`src/rtl/drive_sequencer.sv`:
```
// drive_sequencer: shared-PWM H-bridge drive FSM with collision pause and tone-commanded junction manoeuvres
module drive_sequencer #(
  parameter int CLK_FREQ     = 50_000_000,
  parameter int PWM_FREQ     = 80,
  parameter int FULL_PCT     = 80,
  parameter int VEER_PCT     = 40,
  parameter int TURN_PERIODS = 40,
  parameter int CNT_W        = 20
) (
  input  logic       clk,
  input  logic       rst,
  input  logic [3:0] dir,
  input  logic       col_detect,
  input  logic       td_en,
  input  logic [1:0] td_dir,
  output logic       hb_en_a,
  output logic       hb_en_b,
  output logic       hb_in1,
  output logic       hb_in2,
  output logic       hb_in3,
  output logic       hb_in4,
  output logic [2:0] state,
  output logic       pwm_tick
);
  localparam int PERIOD = CLK_FREQ / PWM_FREQ;
  localparam int FULL_C = FULL_PCT > 80 ? 80 : FULL_PCT;
  localparam int VEER_C = VEER_PCT > FULL_C ? FULL_C : VEER_PCT;
  localparam logic [CNT_W-1:0] FULL_ON = CNT_W'(PERIOD * FULL_C / 100);
  localparam logic [CNT_W-1:0] VEER_ON = CNT_W'(PERIOD * VEER_C / 100);
  localparam logic [CNT_W-1:0] LAST = CNT_W'(PERIOD - 1);
  localparam int TW = $clog2(TURN_PERIODS + 1);

  typedef enum logic [2:0] {FWD = 3'd0, REV = 3'd1, COLL = 3'd2, JUNC = 3'd3, TURN = 3'd4} st_e;

  st_e st_q, st_d;
  logic [CNT_W-1:0] cnt_q;
  logic rev_q, rev_d;
  logic [TW-1:0] tc_q, tc_d;
  logic [1:0] td_q, td_d;
  logic en_a_q, en_a_d, en_b_q, en_b_d;
  logic [3:0] in_q, in_d;
  logic full, veer;
  logic unused_dir;

  assign unused_dir = ^dir[1:0];
  assign pwm_tick = cnt_q == LAST;
  assign full = cnt_q < FULL_ON;
  assign veer = cnt_q < VEER_ON;
  assign state = st_q;
  assign {hb_en_a, hb_en_b} = {en_a_q, en_b_q};
  assign {hb_in1, hb_in2, hb_in3, hb_in4} = in_q;

  always_comb begin
    st_d = st_q;
    rev_d = rev_q;
    tc_d = tc_q;
    td_d = td_q;
    case (st_q)
      FWD, REV: st_d = col_detect ? COLL : dir[3:2] == 2'b11 ? JUNC : st_q;
      COLL: st_d = col_detect ? COLL : rev_q ? REV : FWD;
      JUNC: if (td_en) begin
        td_d = td_dir;
        tc_d = '0;
        rev_d = rev_q | (td_dir == 2'b11);
        st_d = td_dir == 2'b11 ? REV : TURN;
      end
      TURN: begin
        tc_d = tc_q + TW'(pwm_tick);
        st_d = col_detect ? COLL : tc_d == TW'(TURN_PERIODS) ? (rev_q ? REV : FWD) : TURN;
      end
      default: st_d = FWD;
    endcase
    // Outputs are decoded from the next state so pins and state change on the same edge
    in_d = in_q;
    en_a_d = 1'b0;
    en_b_d = 1'b0;
    case (st_d)
      FWD: begin
        in_d = 4'b0110;
        en_a_d = dir[3:2] == 2'b01 ? veer : full;
        en_b_d = dir[3:2] == 2'b10 ? veer : full;
      end
      REV: begin
        in_d = 4'b1001;
        en_a_d = dir[3:2] == 2'b10 ? veer : full;
        en_b_d = dir[3:2] == 2'b01 ? veer : full;
      end
      JUNC: in_d = 4'b0000;
      TURN: begin
        in_d = td_d == 2'b01 ? 4'b1010 : td_d == 2'b10 ? 4'b0101 : 4'b0110;
        en_a_d = full;
        en_b_d = full;
      end
      default: in_d = in_q;
    endcase
  end

  always_ff @(posedge clk) begin
    if (rst) begin
      cnt_q <= '0;
      st_q <= FWD;
      rev_q <= 1'b0;
      tc_q <= '0;
      td_q <= '0;
      en_a_q <= 1'b0;
      en_b_q <= 1'b0;
      in_q <= '0;
    end else begin
      cnt_q <= pwm_tick ? '0 : cnt_q + 1'b1;
      st_q <= st_d;
      rev_q <= rev_d;
      tc_q <= tc_d;
      td_q <= td_d;
      en_a_q <= en_a_d;
      en_b_q <= en_b_d;
      in_q <= in_d;
    end
  end
endmodule

```
`config.mk`:
```
export PLATFORM = sky130hd
export DESIGN_NAME = drive_sequencer
export DESIGN_NICKNAME = d
export VERILOG_FILES = /design/src/rtl/drive_sequencer.sv
export SDC_FILE = /design/constraint.sdc
export NUM_CORES = 1
export LEC_CHECK = 0
export ABC_AREA = 1
export ABC_CLOCK_PERIOD_IN_PS = 3200
export CORE_MARGIN = 2
export CORE_UTILIZATION = 46
export CTS_CLUSTER_DIAMETER = 150
export DETAILED_ROUTE_END_ITERATION = 12
export GPL_ROUTABILITY_DRIVEN = 0
export PLACE_DENSITY = 0.63
export SYNTH_ARGS = -nofsm -noshare
export SYNTH_HDL_FRONTEND = slang
export SYNTH_SLANG_ARGS = --single-unit
```
`constraint.sdc`:
```
create_clock -name clk -period 3.2 [get_ports clk]
set_clock_uncertainty 0.1 [all_clocks]
set_input_delay 0.96 -clock clk [delete_from_list [all_inputs] [get_ports clk]]
set_output_delay 0.96 -clock clk [all_outputs]
set_load 0.005 [all_outputs]
```
==> results.cfg, run 1 <==
[sta]
min_period_ns = 3.10
slew_violations = 0
tns_ns = 0
hold_violations = 0
worstMarginPinSlew_ns = 0.502
min_period_over_period_pct = 96.9
max_freq_mhz = 322
slew_headroom_pct = 66.2
finalSetupViolCount = 0
worst_slack_ns = 0.0983

[min_path]
hold_class = reg2reg
holdPathEnd = cnt_q[0]
hold_depth = 1
min_from = cnt_q[0]

[clock_tree]
cts_buffers = 5
cts_root_buffer = clkbuf_8
clk_path_buf_depth = 2
cts_sinks = 38
tritoncts = done
clk_pin_slew_worst_paths_ns = 0.07
ctsHoldBuffers = 0
h-tree-depth = 2
clock_latency_ns = 0.29

[final_layout]
nFillCells = 422
final-seq-area_um2 = 763
layout.nets = 353
antenna_cells = 0
final_cells = 392
stdcell_area_um2 = 2500
multiInputGateArea_um2 = 1210
drive_gt1_share_pct = 13.8
syn_to_final_growth_pct = 17.6

[synth]
synth_top_cell_area_share_pct = 35.7
synth-seq-cells = 38
syn_area_um2 = 2130
yosysWarnings = 0
ys.flop_type = dfxtp_1
yosysUniqueCellTypes = 37
async_flop_share_pct = 0
ys_seq_area_share_pct = 35.7
syn-instance-count = 312
synth_top_area_cell = dfxtp_1
synth.net_count = 325
synth_edf_count = 0
syn_area_per_cell_um2 = 6.82
synth_area_leaders = dfxtp_1 (36%), nand2_1 (13%), nor2_1 (8.6%), inv_1 (6.2%), nand3_1 (5.9%)

[pwr]
design_power_total_mw = 0.871
p_per_area_nw_per_um2 = 348
vdd_ir_drop_max_mv = 0.300
p_leak_nw = 1.07

[global_routing]
overflow = 0
grt_max_degree = 16
grt_pass1_wl_um = 7690
grtUsageTotal_pct = 18.8
grt_pass1_vias = 1845
met1_usage_pct = 24.1
busiest_layer = met2
met3_usage_pct = 5.56
grt_use_met2_pct = 30.1
antenna_found_initial = 0

[floorplanning]
dieWidth_um = 72.0
initial_utilization_pct = 48.2
core.rowCount = 24
die_h_um = 72.0
num_io_pins = 20
core_um2 = 4410
fp.dieArea_um2 = 5190

[critical_path]
worst-endpoint-required_ns = 2.14
regToRegEndpoint = in_q[0]
max_stage_delay_ns = 0.48
worst-setup-path-type = reg2out
end_kind = primary output
crit-reg2reg-launch = cnt_q[0]
slowest_stage = clkdlybuf4s50_1
critical_path.startpoint = cnt_q[0]
critPathArrivalTime_ns = 2.04
cp_max_fo = 3
cp_cell_sequence = ha_1, nand2_1, inv_2, nand3_2, nor4_4, buf_4, clkdlybuf4s50_1
rrSetupSlack_ns = 0.28
reg2reg_depth = 19
start_kind = flip-flop

[placement]
io_buffers = 17
placed_area_um2 = 2370
place_hpwl_um = 3260
pre_cts_ws_ns = 0.118
dpl.cell_count = 381

[drt]
via_count = 1975
wl_per_cell_um = 11.2
drc_errors = 0
routed_wl_um = 4380
dr.pass1.iters = 4
routed_via_density = 5.04
first_iter_violations = 79
ant_nets = 0

[flow_run]
cap_violations = 0

[outcome]
status = complete, no violations
==> area by class of cell <==
type / count / share of cell area, %
Inverter: 44 / 6.65
Sequential cell: 38 / 30.5
Tap cell: 52 / 2.60
Clock buffer: 7 / 3.05
Timing Repair Buffer: 24 / 8.90
Multi-Input combinational cell: 227 / 48.3
==> registers in the layout, summed over array words and instances (netlist names) <==
register	count
tc_q	6
cnt_q	20
in_q	4
hb_en_b	1
rev_q	1
hb_en_a	1
state	3
td_q	2
==> repair_timing <==
item / in CTS / in global routing
resized for setup: 0 / 7
setup buffers: 2 / 2
pin swaps: 1 / 6
setup endpoints to repair: 1 / 8
==> cell usage in the layout (no fill, tap or decap), types with 2 or more instances in the layout <==
master           Yosys  final
inv_2                8      9
a21oi_1             14     14
o21a_1               2      2
buf_4                0      7
nand3_1             25     24
nand2_2              4      4
a31oi_1              2      2
o21bai_1             2      2
nand2_1             73     73
ha_1                 3      2
clkbuf_8             0      5
nor2_4               2      2
clkdlybuf4s50_1      0     17
nor3_4               2      2
o211ai_1             2      2
nor3_1               4      4
nor2_2               3      4
o21ai_0              4      4
inv_1               35     34
clkbuf_1             3      2
nand4_1              7      7
nor2_1              49     48
o21ai_1              2      2
dfxtp_1             38     36
dfxtp_2              0      2
xor2_1               5      5
nor4_1               7      7
nand2_4              2      2
and3_1               2      2
==> per-stage QoR <==
step	util (%)	hold slack [ns]
2_1_floorplan	-	0.318
3_3_place_gp	53.8	0.332
3_5_place_dp	53.8	0.337
4_1_cts	55.9	0.353
5_1_grt	56.7	0.344
6_report	56.7	0.320
==> worst max-delay path, delay by kind of cell (launching register included) <==
kind,cells,cell delay (ns)
fa+ha+maj,1,0.16
buf+inv,3,0.73
simple gates,3,0.51
flops,1,0.34
==> cells in the mapped netlist (2+ instances only) <==
cell type	number
o21a_1	2
nand2_2	4
ha_1	3
o21ai_0	4
o21bai_1	2
nand2_1	73
nor2_1	49
xor2_1	5
and3_1	2
o21ai_1	2
nand4_1	7
dfxtp_1	38
nor3_1	4
nor2_2	3
o211ai_1	2
nand2_4	2
a31oi_1	2
a21oi_1	14
clkbuf_1	3
inv_2	8
nor3_4	2
inv_1	35
nand3_1	25
nor2_4	2
nor4_1	7
==> power breakdown <==
| part | internal (mW) | switching [mW] | total [mW] |
|---|---|---|---|
| Sequential | 0.483 | 0.00691 | 0.490 |
| Clock | 0.150 | 0.161 | 0.311 |
| Combinational | 0.0344 | 0.0362 | 0.0706 |
==> worst max-delay path by stage <==
| stage | to | slack, ns | cells past startpoint |
|---|---|---|---|
| final | pwm_tick | 0.1 | 7 |
| after global routing | pwm_tick | -0.006 | 7 |
| after CTS | pwm_tick | 0.02 | 5 |
| after floorplan | in_q[0] | 0.43 | 17 |
| after detailed placement | in_q[0] | 0.12 | 17 |
| after global placement | in_q[3] | 0.14 | 17 |
==> kinds of logic (layout without fill, tap and decap cells) <==
family	Yosys count	after routing	share of synthesized area, %
mux	1	1	0.470
buf+inv	47	75	8.35
fa+ha+maj	3	3	1.76
xor+xnor	6	6	2.47
simple gates	184	184	41.0
flops	38	38	35.7
compound gates	33	33	10.2
==> layer usage <==
layer	routed length (um)	vias to the layer above
met4	42	0
met3	192	4
li1	-	1070
met5	0	-
met2	1890	32
met1	2250	869
Power figures use the tool's default switching activity.
==> inputs of run 2 (changes only) <==
--- a/config.mk
+++ b/config.mk
@@ -12,7 +12,7 @@
 export CTS_CLUSTER_DIAMETER = 150
 export DETAILED_ROUTE_END_ITERATION = 12
 export GPL_ROUTABILITY_DRIVEN = 0
-export PLACE_DENSITY = 0.63
+export PLACE_DENSITY_LB_ADDON = 0.25
 export SYNTH_ARGS = -nofsm -noshare
 export SYNTH_HDL_FRONTEND = slang
 export SYNTH_SLANG_ARGS = --single-unit
==> run 2 against run 1 <==
- largest power group unchanged
- die area is the same
- largest cell class unchanged
- final cell count decreased by 0.51%
- register-to-register slack got worse by 0.03 ns
- wire length decreased by 1.6%
- fmax is 5.1% higher
- critical endpoint is now in_q[0]
==> results.cfg, run 2 (synthesis results as in run 1) <==
[sta]
slew_headroom_pct = 63.0
tns_ns = 0
min_period_ns = 2.95
max_freq_mhz = 339
rsz0062_at_grt = no
hold_violations = 0
worstMarginPinSlew_ns = 0.551
min_period_over_period_pct = 92.2
slew_violations = 0
finalSetupViolCount = 0

[floorplanning]
die_h_um = 72.0
initial_utilization_pct = 48.2
num_io_pins = 20
core.rowCount = 24
core_um2 = 4410
fp.dieArea_um2 = 5190
dieWidth_um = 72.0

[final_layout]
largest_reg_flops = 20
nFillCells = 430
final_cell_mix = nand2_1 (73), nor2_1 (48), dfxtp_1 (37)
syn_to_final_growth_pct = 16.8
layout.nets = 350
final-seq-area_um2 = 762
top_regs = cnt_q (20), tc_q (6), in_q (4)
final_common_cell = nand2_1
multiInputGateArea_um2 = 1200
drive_gt1_share_pct = 13.0
antenna_cells = 0
regMostFlops = cnt_q

[global_routing]
grt_max_degree = 14
busiest_layer = met2
met1_usage_pct = 24.1
grtUsageTotal_pct = 18.4
met3_usage_pct = 4.31
grt_pass1_wl_um = 7750
overflow = 0
grt_use_met2_pct = 29.8
grt_pass1_vias = 1830
antenna_found_initial = 0

[critical_path]
max_stage_delay_ns = 0.37
critPathArrivalTime_ns = 3.02
slowest_stage = dfxtp_1
cp_cell_sequence = nor4_1, nand4_1, nor4_4, ha_2, ha_2, nor2_1, nand3_1, nor2_2, nand2_1, o21bai_1, nand2_1, nand2_2, nor2_1, a21oi_1, nor2_1
end_kind = flip-flop
critPathMostFrequentCell = nor2_1
start_kind = flip-flop
worst-setup-path-type = reg2reg
rrSetupSlack_ns = 0.25
cp_max_fo = 6
worst-endpoint-required_ns = 3.27
crit-reg2reg-launch = cnt_q[7]
reg2reg_depth = 15
regToRegEndpoint = in_q[0]

[clock_tree]
cts_sinks = 38
clk_pin_slew_worst_paths_ns = 0.07
clk_path_buf_depth = 2
ctsHoldBuffers = 0
tritoncts = done
clock_latency_ns = 0.29
cts_buffers = 5
cts_root_buffer = clkbuf_8
h-tree-depth = 2

[pwr]
combPwrFrac_pct = 7.9
vdd_ir_drop_max_mv = 0.198
p_per_area_nw_per_um2 = 361
pwr-share-seq_pct = 54.6
design_power_total_mw = 0.898
p_int_mw = 0.691
p_leak_nw = 1.09
clockPowerShare_pct = 37.5
switching_share_pct = 23.1
p_sw_mw = 0.207

[min_path]
hold_class = reg2reg
holdPathEnd = cnt_q[0]
min_from = cnt_q[0]
hold_depth = 1

[placement]
io_buffers = 17
place_hpwl_um = 3250

[drt]
ant_nets = 0
dr.pass1.iters = 4
drc_errors = 0
routed_via_density = 5.10
via_count = 1989
first_iter_violations = 84
routed_wl_um = 4310
wl_per_cell_um = 11.0

[outcome]
status = complete, no violations

[flow_run]
cap_violations = 0
run 2: cell type report:
type                            instances  share of cell area (%)
Tap cell                               52                    2.62
Sequential cell                        38                    30.7
Clock inverter                          1                   0.201
Clock buffer                            7                    3.47
Multi-Input combinational cell        227                    48.2
Timing Repair Buffer                   21                    8.16
Inverter                               44                    6.70
run 2: what timing repair did:
item | in CTS | in global routing
gates resized for setup | 0 | 5
setup endpoints to repair | 0 | 7
setup buffers | 0 | 2
run 2: critical path: cells and delay by family, from the launching register on:
kind | cells | cell delay, ns
AO/OA/AOI/OAI | 2 | 0.27
adder cells (fa/ha/maj) | 2 | 0.52
flip-flops | 1 | 0.37
AND/OR/NAND/NOR | 11 | 1.57
run 2: through the flow:
step	hold WS (ns)	cell area (um2)	std cells	setup WS [ns]	util, %
after global routing	0.396	2480	390	0.0136	56.3
after floorplan	0.318	2130	312	0.428	-
after detailed placement	0.340	2370	380	0.160	53.6
after global placement	0.333	2370	380	0.208	53.6
final	0.349	2480	390	0.249	56.3
after CTS	0.358	2460	388	0.0180	55.7
run 2: power by group through the flow:
stage	Clock, mW	Sequential, mW	Combinational [mW]
3_5_place_dp	0	0.501	0.0711
4_1_cts	0.347	0.490	0.0715
6_report	0.337	0.490	0.0708
3_3_place_gp	0	0.501	0.0700
2_1_floorplan	0	0.501	0.0373
5_1_grt	0.368	0.491	0.0809
run 2: how the worst max path moves through the flow:
stage	start	end	slack, ns
6_report	cnt_q[7]	in_q[0]	0.25
2_1_floorplan	cnt_q[0]	in_q[0]	0.43
5_1_grt	cnt_q[8]	in_q[3]	0.01
3_3_place_gp	cnt_q[0]	in_q[3]	0.21
3_5_place_dp	cnt_q[0]	in_q[0]	0.16
4_1_cts	cnt_q[0]	pwm_tick	0.02
run 2: layer usage:
layer / share of wire [%] / vias to the layer above
li1: - / 1061
met1: 49 / 887
met3: 3.2 / 7
met5: 0 / -
met2: 46 / 34
met4: 1.3 / 0
